[src/rtl/mem_port_arbiter_if.sv]
// Bundle of the fetch, load/store and memory-side signals around the
// shared data-memory port arbiter.
//   i_*   : instruction-fetch requester (req/addr in, ack/rdata out)
//   d_*   : load/store requester (req/we/addr/func3/wdata in, ack/rdata out)
//   mem_* : single-ported memory (read/write/addr/func3/wdata out, rdata in)
//   busy  : arbiter is mid-access, used by pipeline stall logic
// With MISALIGN_TRAP_EN defined, d_err is added for misaligned data accesses.
// The "slave" modport is the arbiter's view; "master" is the surrounding
// core/memory view.
interface mem_port_arbiter_if #(
  parameter int ADDR_W = 8
);
  logic              i_req;
  logic [ADDR_W-1:0] i_addr;
  logic              i_ack;
  logic [31:0]       i_rdata;

  logic              d_req;
  logic              d_we;
  logic [ADDR_W-1:0] d_addr;
  logic [2:0]        d_func3;
  logic [31:0]       d_wdata;
  logic              d_ack;
  logic [31:0]       d_rdata;
`ifdef MISALIGN_TRAP_EN
  logic              d_err;
`endif

  logic              mem_read;
  logic              mem_write;
  logic [ADDR_W-1:0] mem_addr;
  logic [2:0]        mem_func3;
  logic [31:0]       mem_wdata;
  logic [31:0]       mem_rdata;

  logic              busy;

  modport slave (
    input  i_req, i_addr, d_req, d_we, d_addr, d_func3, d_wdata, mem_rdata,
    output i_ack, i_rdata, d_ack, d_rdata,
`ifdef MISALIGN_TRAP_EN
    output d_err,
`endif
    output mem_read, mem_write, mem_addr, mem_func3, mem_wdata, busy
  );

  modport master (
    output i_req, i_addr, d_req, d_we, d_addr, d_func3, d_wdata, mem_rdata,
    input  i_ack, i_rdata, d_ack, d_rdata,
`ifdef MISALIGN_TRAP_EN
    input  d_err,
`endif
    input  mem_read, mem_write, mem_addr, mem_func3, mem_wdata, busy
  );
endinterface

[src/rtl/mem_port_arbiter.sv]
// Arbiter sharing one byte-addressed data memory between instruction fetch
// and load/store. Every access runs arbitrate (IDLE) -> issue -> respond,
// giving a 2-cycle request-to-ack latency and 3 cycles per access.
// Data wins arbitration unless fetch has been passed over STARVE_MAX times
// in a row while waiting.
// Ports:
//   clk  : clock, all state on the rising edge
//   rst  : synchronous active-high reset
//   bus  : mem_port_arbiter_if.slave (fetch, load/store and memory signals)
// Optional build macro MISALIGN_TRAP_EN: misaligned halfword/word data
// accesses skip the memory and answer with d_ack + d_err.
module mem_port_arbiter #(
  parameter int ADDR_W     = 8,
  parameter int STARVE_MAX = 4
) (
  input logic             clk,
  input logic             rst,
  mem_port_arbiter_if.slave bus
);
  localparam int SW = $clog2(STARVE_MAX + 1);
  localparam logic [SW-1:0] STREAK_SAT = SW'(STARVE_MAX);
  localparam logic [2:0] F3_WORD = 3'b010;

  typedef enum logic [1:0] {IDLE, ISSUE_I, ISSUE_D, RESP} state_e;

  state_e            state_q, state_d;
  logic [SW-1:0]     streak_q, streak_d;
  logic [ADDR_W-1:0] iss_addr_q, iss_addr_d;
  logic [2:0]        iss_func3_q, iss_func3_d;
  logic              iss_we_q, iss_we_d;
  logic [31:0]       iss_wdata_q, iss_wdata_d;
  logic              i_ack_q, i_ack_d;
  logic              d_ack_q, d_ack_d;
  logic [31:0]       i_rdata_q, i_rdata_d;
  logic [31:0]       d_rdata_q, d_rdata_d;
  logic              data_win;
  logic              d_trap;
`ifdef MISALIGN_TRAP_EN
  logic              d_err_q, d_err_d;

  function automatic logic misaligned(input logic [2:0] f3, input logic [1:0] a);
    case (f3)
      3'b001, 3'b101: return a[0];
      3'b010:         return (a != 2'b00);
      default:        return 1'b0;
    endcase
  endfunction
`endif

  always_comb begin
    state_d     = state_q;
    streak_d    = streak_q;
    iss_addr_d  = iss_addr_q;
    iss_func3_d = iss_func3_q;
    iss_we_d    = iss_we_q;
    iss_wdata_d = iss_wdata_q;
    i_ack_d     = 1'b0;
    d_ack_d     = 1'b0;
    i_rdata_d   = i_rdata_q;
    d_rdata_d   = d_rdata_q;
    d_trap      = 1'b0;
`ifdef MISALIGN_TRAP_EN
    d_err_d     = 1'b0;
    d_trap      = misaligned(bus.d_func3, bus.d_addr[1:0]);
`endif
    // Fetch overrides data only once it has been starved STARVE_MAX times.
    data_win = bus.d_req && !(streak_q == STREAK_SAT && bus.i_req);

    unique case (state_q)
      IDLE: begin
        if (!bus.i_req) streak_d = '0;
        if (data_win) begin
          if (bus.i_req && streak_q != STREAK_SAT) streak_d = streak_q + 1'b1;
          iss_addr_d  = bus.d_addr;
          iss_func3_d = bus.d_func3;
          iss_we_d    = bus.d_we;
          iss_wdata_d = bus.d_wdata;
          if (d_trap) begin
            // Misaligned: answer straight away without touching memory.
            state_d   = RESP;
            d_ack_d   = 1'b1;
            d_rdata_d = '0;
`ifdef MISALIGN_TRAP_EN
            d_err_d   = 1'b1;
`endif
          end else begin
            state_d = ISSUE_D;
          end
        end else if (bus.i_req) begin
          streak_d    = '0;
          iss_addr_d  = bus.i_addr;
          iss_func3_d = F3_WORD;
          iss_we_d    = 1'b0;
          iss_wdata_d = '0;
          state_d     = ISSUE_I;
        end
      end
      ISSUE_I: begin
        i_ack_d   = 1'b1;
        i_rdata_d = bus.mem_rdata;
        state_d   = RESP;
      end
      ISSUE_D: begin
        d_ack_d   = 1'b1;
        d_rdata_d = iss_we_q ? 32'h0 : bus.mem_rdata;
        state_d   = RESP;
      end
      RESP: state_d = IDLE;
      default: state_d = IDLE;
    endcase
  end

  always_ff @(posedge clk) begin
    if (rst) begin
      state_q     <= IDLE;
      streak_q    <= '0;
      iss_addr_q  <= '0;
      iss_func3_q <= '0;
      iss_we_q    <= 1'b0;
      iss_wdata_q <= '0;
      i_ack_q     <= 1'b0;
      d_ack_q     <= 1'b0;
      i_rdata_q   <= '0;
      d_rdata_q   <= '0;
`ifdef MISALIGN_TRAP_EN
      d_err_q     <= 1'b0;
`endif
    end else begin
      state_q     <= state_d;
      streak_q    <= streak_d;
      iss_addr_q  <= iss_addr_d;
      iss_func3_q <= iss_func3_d;
      iss_we_q    <= iss_we_d;
      iss_wdata_q <= iss_wdata_d;
      i_ack_q     <= i_ack_d;
      d_ack_q     <= d_ack_d;
      i_rdata_q   <= i_rdata_d;
      d_rdata_q   <= d_rdata_d;
`ifdef MISALIGN_TRAP_EN
      d_err_q     <= d_err_d;
`endif
    end
  end

  // Strobes are gated by rst so a store caught mid-issue never commits.
  assign bus.mem_read  = !rst && (state_q == ISSUE_I || state_q == ISSUE_D) && !iss_we_q;
  assign bus.mem_write = !rst && (state_q == ISSUE_D) && iss_we_q;
  assign bus.mem_addr  = iss_addr_q;
  assign bus.mem_func3 = iss_func3_q;
  assign bus.mem_wdata = iss_wdata_q;
  assign bus.i_ack     = i_ack_q;
  assign bus.d_ack     = d_ack_q;
  assign bus.i_rdata   = i_rdata_q;
  assign bus.d_rdata   = d_rdata_q;
  assign bus.busy      = (state_q != IDLE);
`ifdef MISALIGN_TRAP_EN
  assign bus.d_err     = d_err_q;
`endif
endmodule

[src/flat_wrapper.sv]
// flat-port wrapper written by rule: the top's interface ports become plain ports
module mem_port_arbiter_flat 
#(
  parameter int ADDR_W     = 8,
  parameter int STARVE_MAX = 4
)
  (clk, rst, bus_i_req, bus_i_addr, bus_d_req, bus_d_we, bus_d_addr, bus_d_func3, bus_d_wdata, bus_mem_rdata, bus_i_ack, bus_i_rdata, bus_d_ack, bus_d_rdata, bus_mem_read, bus_mem_write, bus_mem_addr, bus_mem_func3, bus_mem_wdata, bus_busy);
  mem_port_arbiter_if #(.ADDR_W(ADDR_W)) bus_i ();
  input logic clk;
  input logic rst;
  input wire logic [$bits(bus_i.i_req)-1:0] bus_i_req;
  input wire logic [$bits(bus_i.i_addr)-1:0] bus_i_addr;
  input wire logic [$bits(bus_i.d_req)-1:0] bus_d_req;
  input wire logic [$bits(bus_i.d_we)-1:0] bus_d_we;
  input wire logic [$bits(bus_i.d_addr)-1:0] bus_d_addr;
  input wire logic [$bits(bus_i.d_func3)-1:0] bus_d_func3;
  input wire logic [$bits(bus_i.d_wdata)-1:0] bus_d_wdata;
  input wire logic [$bits(bus_i.mem_rdata)-1:0] bus_mem_rdata;
  output wire logic [$bits(bus_i.i_ack)-1:0] bus_i_ack;
  output wire logic [$bits(bus_i.i_rdata)-1:0] bus_i_rdata;
  output wire logic [$bits(bus_i.d_ack)-1:0] bus_d_ack;
  output wire logic [$bits(bus_i.d_rdata)-1:0] bus_d_rdata;
  output wire logic [$bits(bus_i.mem_read)-1:0] bus_mem_read;
  output wire logic [$bits(bus_i.mem_write)-1:0] bus_mem_write;
  output wire logic [$bits(bus_i.mem_addr)-1:0] bus_mem_addr;
  output wire logic [$bits(bus_i.mem_func3)-1:0] bus_mem_func3;
  output wire logic [$bits(bus_i.mem_wdata)-1:0] bus_mem_wdata;
  output wire logic [$bits(bus_i.busy)-1:0] bus_busy;
  assign bus_i.i_req = bus_i_req;
  assign bus_i.i_addr = bus_i_addr;
  assign bus_i.d_req = bus_d_req;
  assign bus_i.d_we = bus_d_we;
  assign bus_i.d_addr = bus_d_addr;
  assign bus_i.d_func3 = bus_d_func3;
  assign bus_i.d_wdata = bus_d_wdata;
  assign bus_i.mem_rdata = bus_mem_rdata;
  assign bus_i_ack = bus_i.i_ack;
  assign bus_i_rdata = bus_i.i_rdata;
  assign bus_d_ack = bus_i.d_ack;
  assign bus_d_rdata = bus_i.d_rdata;
  assign bus_mem_read = bus_i.mem_read;
  assign bus_mem_write = bus_i.mem_write;
  assign bus_mem_addr = bus_i.mem_addr;
  assign bus_mem_func3 = bus_i.mem_func3;
  assign bus_mem_wdata = bus_i.mem_wdata;
  assign bus_busy = bus_i.busy;
  mem_port_arbiter #(.ADDR_W(ADDR_W), .STARVE_MAX(STARVE_MAX)) u_core (.clk(clk), .rst(rst), .bus(bus_i));
endmodule
[config.mk]
export PLATFORM = sky130hd
export DESIGN_NAME = mem_port_arbiter_flat
export DESIGN_NICKNAME = d
export VERILOG_FILES = /design/src/rtl/mem_port_arbiter_if.sv /design/src/rtl/mem_port_arbiter.sv /design/src/flat_wrapper.sv
export SDC_FILE = /design/constraint.sdc
export NUM_CORES = 1
export LEC_CHECK = 0
export ABC_AREA = 0
export CAP_MARGIN = 0
export CORE_ASPECT_RATIO = 1.5
export CORE_MARGIN = 2
export CORE_UTILIZATION = 42
export DETAILED_ROUTE_END_ITERATION = 8
export PLACE_DENSITY = 0.85
export SYNTH_ARGS = -nofsm -noshare
export SYNTH_HDL_FRONTEND = slang
export SYNTH_SLANG_ARGS = --single-unit
[constraint.sdc]
create_clock -name clk -period 1.9 [get_ports clk]
set_clock_uncertainty 0.15 [all_clocks]
set_input_delay 0.38 -clock clk [delete_from_list [all_inputs] [get_ports clk]]
set_output_delay 0.38 -clock clk [all_outputs]
set_load 0.02 [all_outputs]
Word-level counts from Yosys, hierarchy flattened
Cells that the tools add are included.

$mul: 0. Bitwise logic cells: 0. Shift-type cells: 0. $lt $le $gt $ge: 0. Reductions and logical operators: 16. Add/sub/neg operators: 1. Multiplexer cells: 18. Equal/unequal tests: 6. Divide/modulo/power cells: 0.

Operators with widths (count): 2-to-1 mux 32 bit (3); 2-to-1 mux 3 bit (6); 2-to-1 mux 8 bit (2); logical AND 1 bit (7); one-hot mux 2 bit (3 select lines) (1); equality test 2 bit, second input constant (2); 2-to-1 mux 1 bit (4); 2-to-1 mux 2 bit (2); nonzero test 2 bit (2); adder 3 x 1 -> 3 bit, second input constant (1); equality test 3 bit, second input constant (1); zero test 1 bit (3); != test 3 x 2 -> 1 bit, second input constant (1); != test 3 bit, second input constant (1); equality test 2 x 1 -> 1 bit, second input constant (1); zero test 2 bit (1); AND reduction 2 bit (1); OR reduction 2 bit (1); logical OR 1 bit (1).

Input bits: 88. Memories: 0. Output and inout bits: 112. Bits in latches: 0. ROM bits: 0. Memory bits (writable): 0. Logic and storage cells: 51. Register bits: 115.

Logic depth before layout (Yosys ltp)
Word-level depth: 6. Gate-level depth with buffers: 7. Mapped depth without buffers: 5.

Least setup slack after synthesis
Ideal clock, no wire load.

Path kind: input-to-output. From: input rst. To: output bus_mem_read. Arrival: 1255 ps. Cell stages on the path: 3. Buffers on the path: 2. Required time: 1370 ps. Setup slack: 115 ps. Path through: buf_2 clkbuf_1 nor3b_1.

Word-level cells in the longest chain between the ends: 3.

Ends and longest elaborated chain: from (decl) (line flat_wrapper.sv:10) `input logic rst;`; zero test 1 bit (line mem_port_arbiter.sv:146) `assign bus.mem_read = !rst && (state_q == ISSUE_I || state_q == ISSUE_D) && !iss_we_q;`; logical AND 1 bit (2 in a row) (line mem_port_arbiter.sv:146); to (decl) (line flat_wrapper.sv:23) `output wire logic [$bits(bus_i.mem_read)-1:0] bus_mem_read;`.

Every way passes these cells.

Worst setup path after layout
From: register u_core.state_q[1]. To: output bus_mem_write.

Word-level cells in the longest chain between the ends: 3.

Ends and longest elaborated chain: from (decl) (line mem_port_arbiter.sv:26) `state_e state_q, state_d;`; from (signal assigned) (line mem_port_arbiter.sv:129) `state_q <= state_d;`; equality test 2 bit (line mem_port_arbiter.sv:147) `assign bus.mem_write = !rst && (state_q == ISSUE_D) && iss_we_q;`; logical AND 1 bit (2 in a row) (line mem_port_arbiter.sv:147); to (decl) (line flat_wrapper.sv:24) `output wire logic [$bits(bus_i.mem_write)-1:0] bus_mem_write;`.

Every way passes these cells.

==> key figures <==
Status
  • Outcome: finished with violations
  • Violations in the final reports: negative setup slack

Pwr
  • Worst VDD drop: 0.000772 V
  • Combinational Power Share: 33.1%
  • Clock network fraction of total power: 34.7%
  • Power per cell area: 1260 mW/mm^2
  • Switching share of power: 31.3%
  • Internal power summed over all cells: 0.00640 W
  • Flop pwr share: 32.2%
  • Psw: 0.00291 W
  • Leakage power: 3.76 nW

Logic synthesis
  • Yosys warnings: 0
  • Per-instance average area after synthesis: 9.59 sq um
  • Gate count of the mapped netlist: 463
  • Number of flops mapped to enable cells by yosys: 0
  • Async set-or-reset flop fraction in the synthesized netlist: 0%
  • Number of register bits inferred by synthesis: 115
  • Cell type with the largest total area after synthesis: dfxtp_1
  • Post-Synthesis Cell Area: 0.00444 sq mm
  • Number of unique standard cell types used by synthesis: 35
  • Share of the synthesized area in the top cell type: 51.9%
  • Most frequent cell after synthesis: dfxtp_1
  • Ys flop type: dfxtp_1
  • Fraction of the yosys area taken by sequential cells: 51.9%
  • Top cells by instance count after synthesis: 115 x dfxtp_1, 97 x nor2_1, 37 x a21oi_1
  • Leading post-synthesis cells by cell area: dfxtp_1 52%, nor2_1 8.2%, mux2i_1 7.2%
  • Post-synth net total: 557

Detailed routing
  • Routed wire per std cell: 16.2 microns
  • Number of DRC violations after detailed routing: 0
  • Number of DRC violations after detailed-routing iteration 0: 209
  • Total Wirelength: 13.4 mm
  • First-pass DRT Iterations: 4
  • Vias: 4266
  • Vias per std cell: 5.16
  • Remaining antenna violation count after routing: 0

Timing
  • Number of hold violations in the final report: 0
  • Setup slack after layout: -0.0283 ns
  • Setup repair after global routing missed its margin: yes
  • Shortest clock period the worst path allows after layout: 1.93 ns
  • Highest clock rate: 519 MHz
  • Final Setup Violations: 2
  • Final period utilization: 101%
  • Headroom to the max-slew limit: 57.2%
  • Worst slew pin tran: 0.642 ns
  • Slew Limit Fails: 0

Die
  • Chip Height: 130 microns
  • Die area: 0.0114 sq mm
  • Starting density of the core: 42.6%
  • CORE AREA: 0.0104 sq mm
  • Total I/O pin count: 200
  • Number of standard-cell rows in the floorplan: 46
  • Horizontal extent of the die: 87.9 microns

CTS
  • Number of clock buffers inserted by TritonCTS: 17
  • Largest buffer count on any clock path: 2
  • CTS tree: built
  • Clock tree root buffer cell: clkbuf_16
  • H-tree lvl count: 4
  • Clock-pin slew on the worst setup and hold paths: 0.05 ns
  • Source-to-sink clock delay at the later pin of the worst-skew pair: 0.40 ns
  • Num Clock Sinks: 115

Critical path
  • Maximum single-stage delay on the critical path: 0.33 ns
  • Worst Path Arrival: 1.40 ns
  • Worst Setup SP: u_core.state_q[1]
  • Critical path startpoint category: register
  • Reg2reg start: u_core.streak_q[0]
  • Crit end category: output pin
  • Required time of the critical path: 1.37 ns
  • Ordered list of cells on the worst path: buf_6, ha_4, nor2b_4, and2_4, buf_6
  • Critical-path cell with the highest stage delay: dfxtp_2
  • CP Max Fanout: 2
  • Count of buffer and inverter cells on the critical path: 2
  • Type of the worst setup path: reg2out
  • Cell type with the highest occurrence count on the critical path: buf_6
  • Family with the most delay on the worst path: flip-flops

Global routing
  • Number of antenna violations at the first check in global routing: 0
  • Pin count of the biggest net entering global routing: 65
  • Total gr overflow: 0
  • Number of global-route vias before repair: 4082
  • First-pass GRT wire length: 19.7 mm
  • GRT Util Overall: 22.4%

Placed design
  • Count of input and output buffers: 199
  • HPWL after detailed placement: 9.15 mm
  • Routability congestion estimate: 0.799
  • Post-placement setup slack: -0.185 ns

Worst hold path
  • Start point of the worst hold path: rst
  • Type of the tightest min-delay check: in2reg

Cells and area
  • Number of antenna repair diodes: 0
  • Final design utilization: 70.9%
  • Layout cells sized above 1: 11.6%
  • Synthesis-to-finish area growth: 66.5%
  • Final net count: 763

Flow run
  • Max-cap violations: 0
cell families (layout without fill, tap and decap cells):
group           count (synthesis)  after routing  synth area share [%]
buf+inv                        49            268                  5.89
mux                            32             32                  7.22
compound gates                 94             94                  14.8
flops                         115            115                  51.9
simple gates                  167            167                  18.5
fa+ha+maj                       6              6                  1.69
power by group through the flow:
stage / combinational (W) / sequential [W] / clock, W
3_3_place_gp: 0.00306 / 0.00303 / 0
6_report: 0.00308 / 0.00300 / 0.00323
2_1_floorplan: 0.00132 / 0.00348 / 0
3_5_place_dp: 0.00315 / 0.00304 / 0
5_1_grt: 0.00329 / 0.00304 / 0.00338
4_1_cts: 0.00308 / 0.00300 / 0.00328
metal layers:
layer	up-vias	share of wire, %	GRT usage [%]
met5	-	0	0
met2	158	53	39.3
met3	39	5.9	6.83
li1	2040	-	-
met1	2029	38	24.1
met4	0	3.4	10.5
worst min-delay path: cells and delay by family:
kind / cells / cell delay [ns]
buf+inv: 2 / 0.24
simple gates: 1 / 0.03
path summary, 6_finish.rpt:
check | to | slack, ns | cells past startpoint
max reg2reg | u_core.bus.mem_addr[4] | 0.08 | 5
min reg2reg | u_core.bus.d_rdata[18] | 0.32 | 2
max | bus_mem_write | -0.03 | 5
min | u_core.iss_we_q | 0.14 | 3
final cells by class:
cell class                 instances  area, sq um
fill                             777         3030
timing repair buffer             228         2350
sequential                       115         2300
multi-input combinational        299         1920
clock buffer                      22          474
tap                              144          180
clock inverter                    10          130
inverter                           8         32.5
stage by stage:
stage / setup TNS [ns] / std cells / hold slack (ns) / cell area [sq um] / total power (W)
2_1_floorplan: 0 / 463 / 0.304 / 4440 / 0.00479
3_3_place_gp: -1.64 / 791 / 0.307 / 6670 / 0.00609
3_5_place_dp: -3.00 / 791 / 0.313 / 6670 / 0.00619
4_1_cts: -0.0736 / 823 / 0.0254 / 7250 / 0.00936
5_1_grt: -0.153 / 826 / 0.139 / 7390 / 0.00972
6_report: -0.0347 / 826 / 0.144 / 7390 / 0.00932
flip-flops by register name, summed over array words and instances (netlist names):
name,count
u_core.bus.d_ack,1
u_core.bus.d_rdata,32
u_core.bus.i_ack,1
u_core.bus.i_rdata,32
u_core.bus.mem_addr,8
u_core.bus.mem_func3,3
u_core.bus.mem_wdata,32
u_core.iss_we_q,1
u_core.state_q,2
u_core.streak_q,3
cell usage in the layout (no fill, tap or decap), types with 3 or more instances in the layout:
master	netlist	final
dfxtp_1	115	113
nand2_1	4	4
nand3_1	9	9
inv_1	8	6
dlygate4sd2_1	0	59
dlymetal6s2s_1	0	44
clkbuf_16	0	17
nor2_1	97	97
ha_1	6	3
clkbuf_8	0	3
a21oi_1	37	37
buf_6	4	3
a32oi_1	35	35
clkinv_2	0	5
buf_4	3	21
clkdlybuf4s50_1	0	92
a311oi_1	8	8
o21ai_0	9	9
mux2i_1	32	32
nand2b_1	11	11
bufinv_16	0	3
nand3b_1	11	11
buf_12	1	8
nor2b_1	24	23
what timing repair did:
item | 4_1_cts | 5_1_grt
pin swaps | 1 | 2
hold buffers | 0 | 0
gates resized for setup | 85 | 46
setup endpoints to repair | 66 | 68
setup buffers | 0 | 3
No activity file was read; power rests on OpenSTA's default activity.
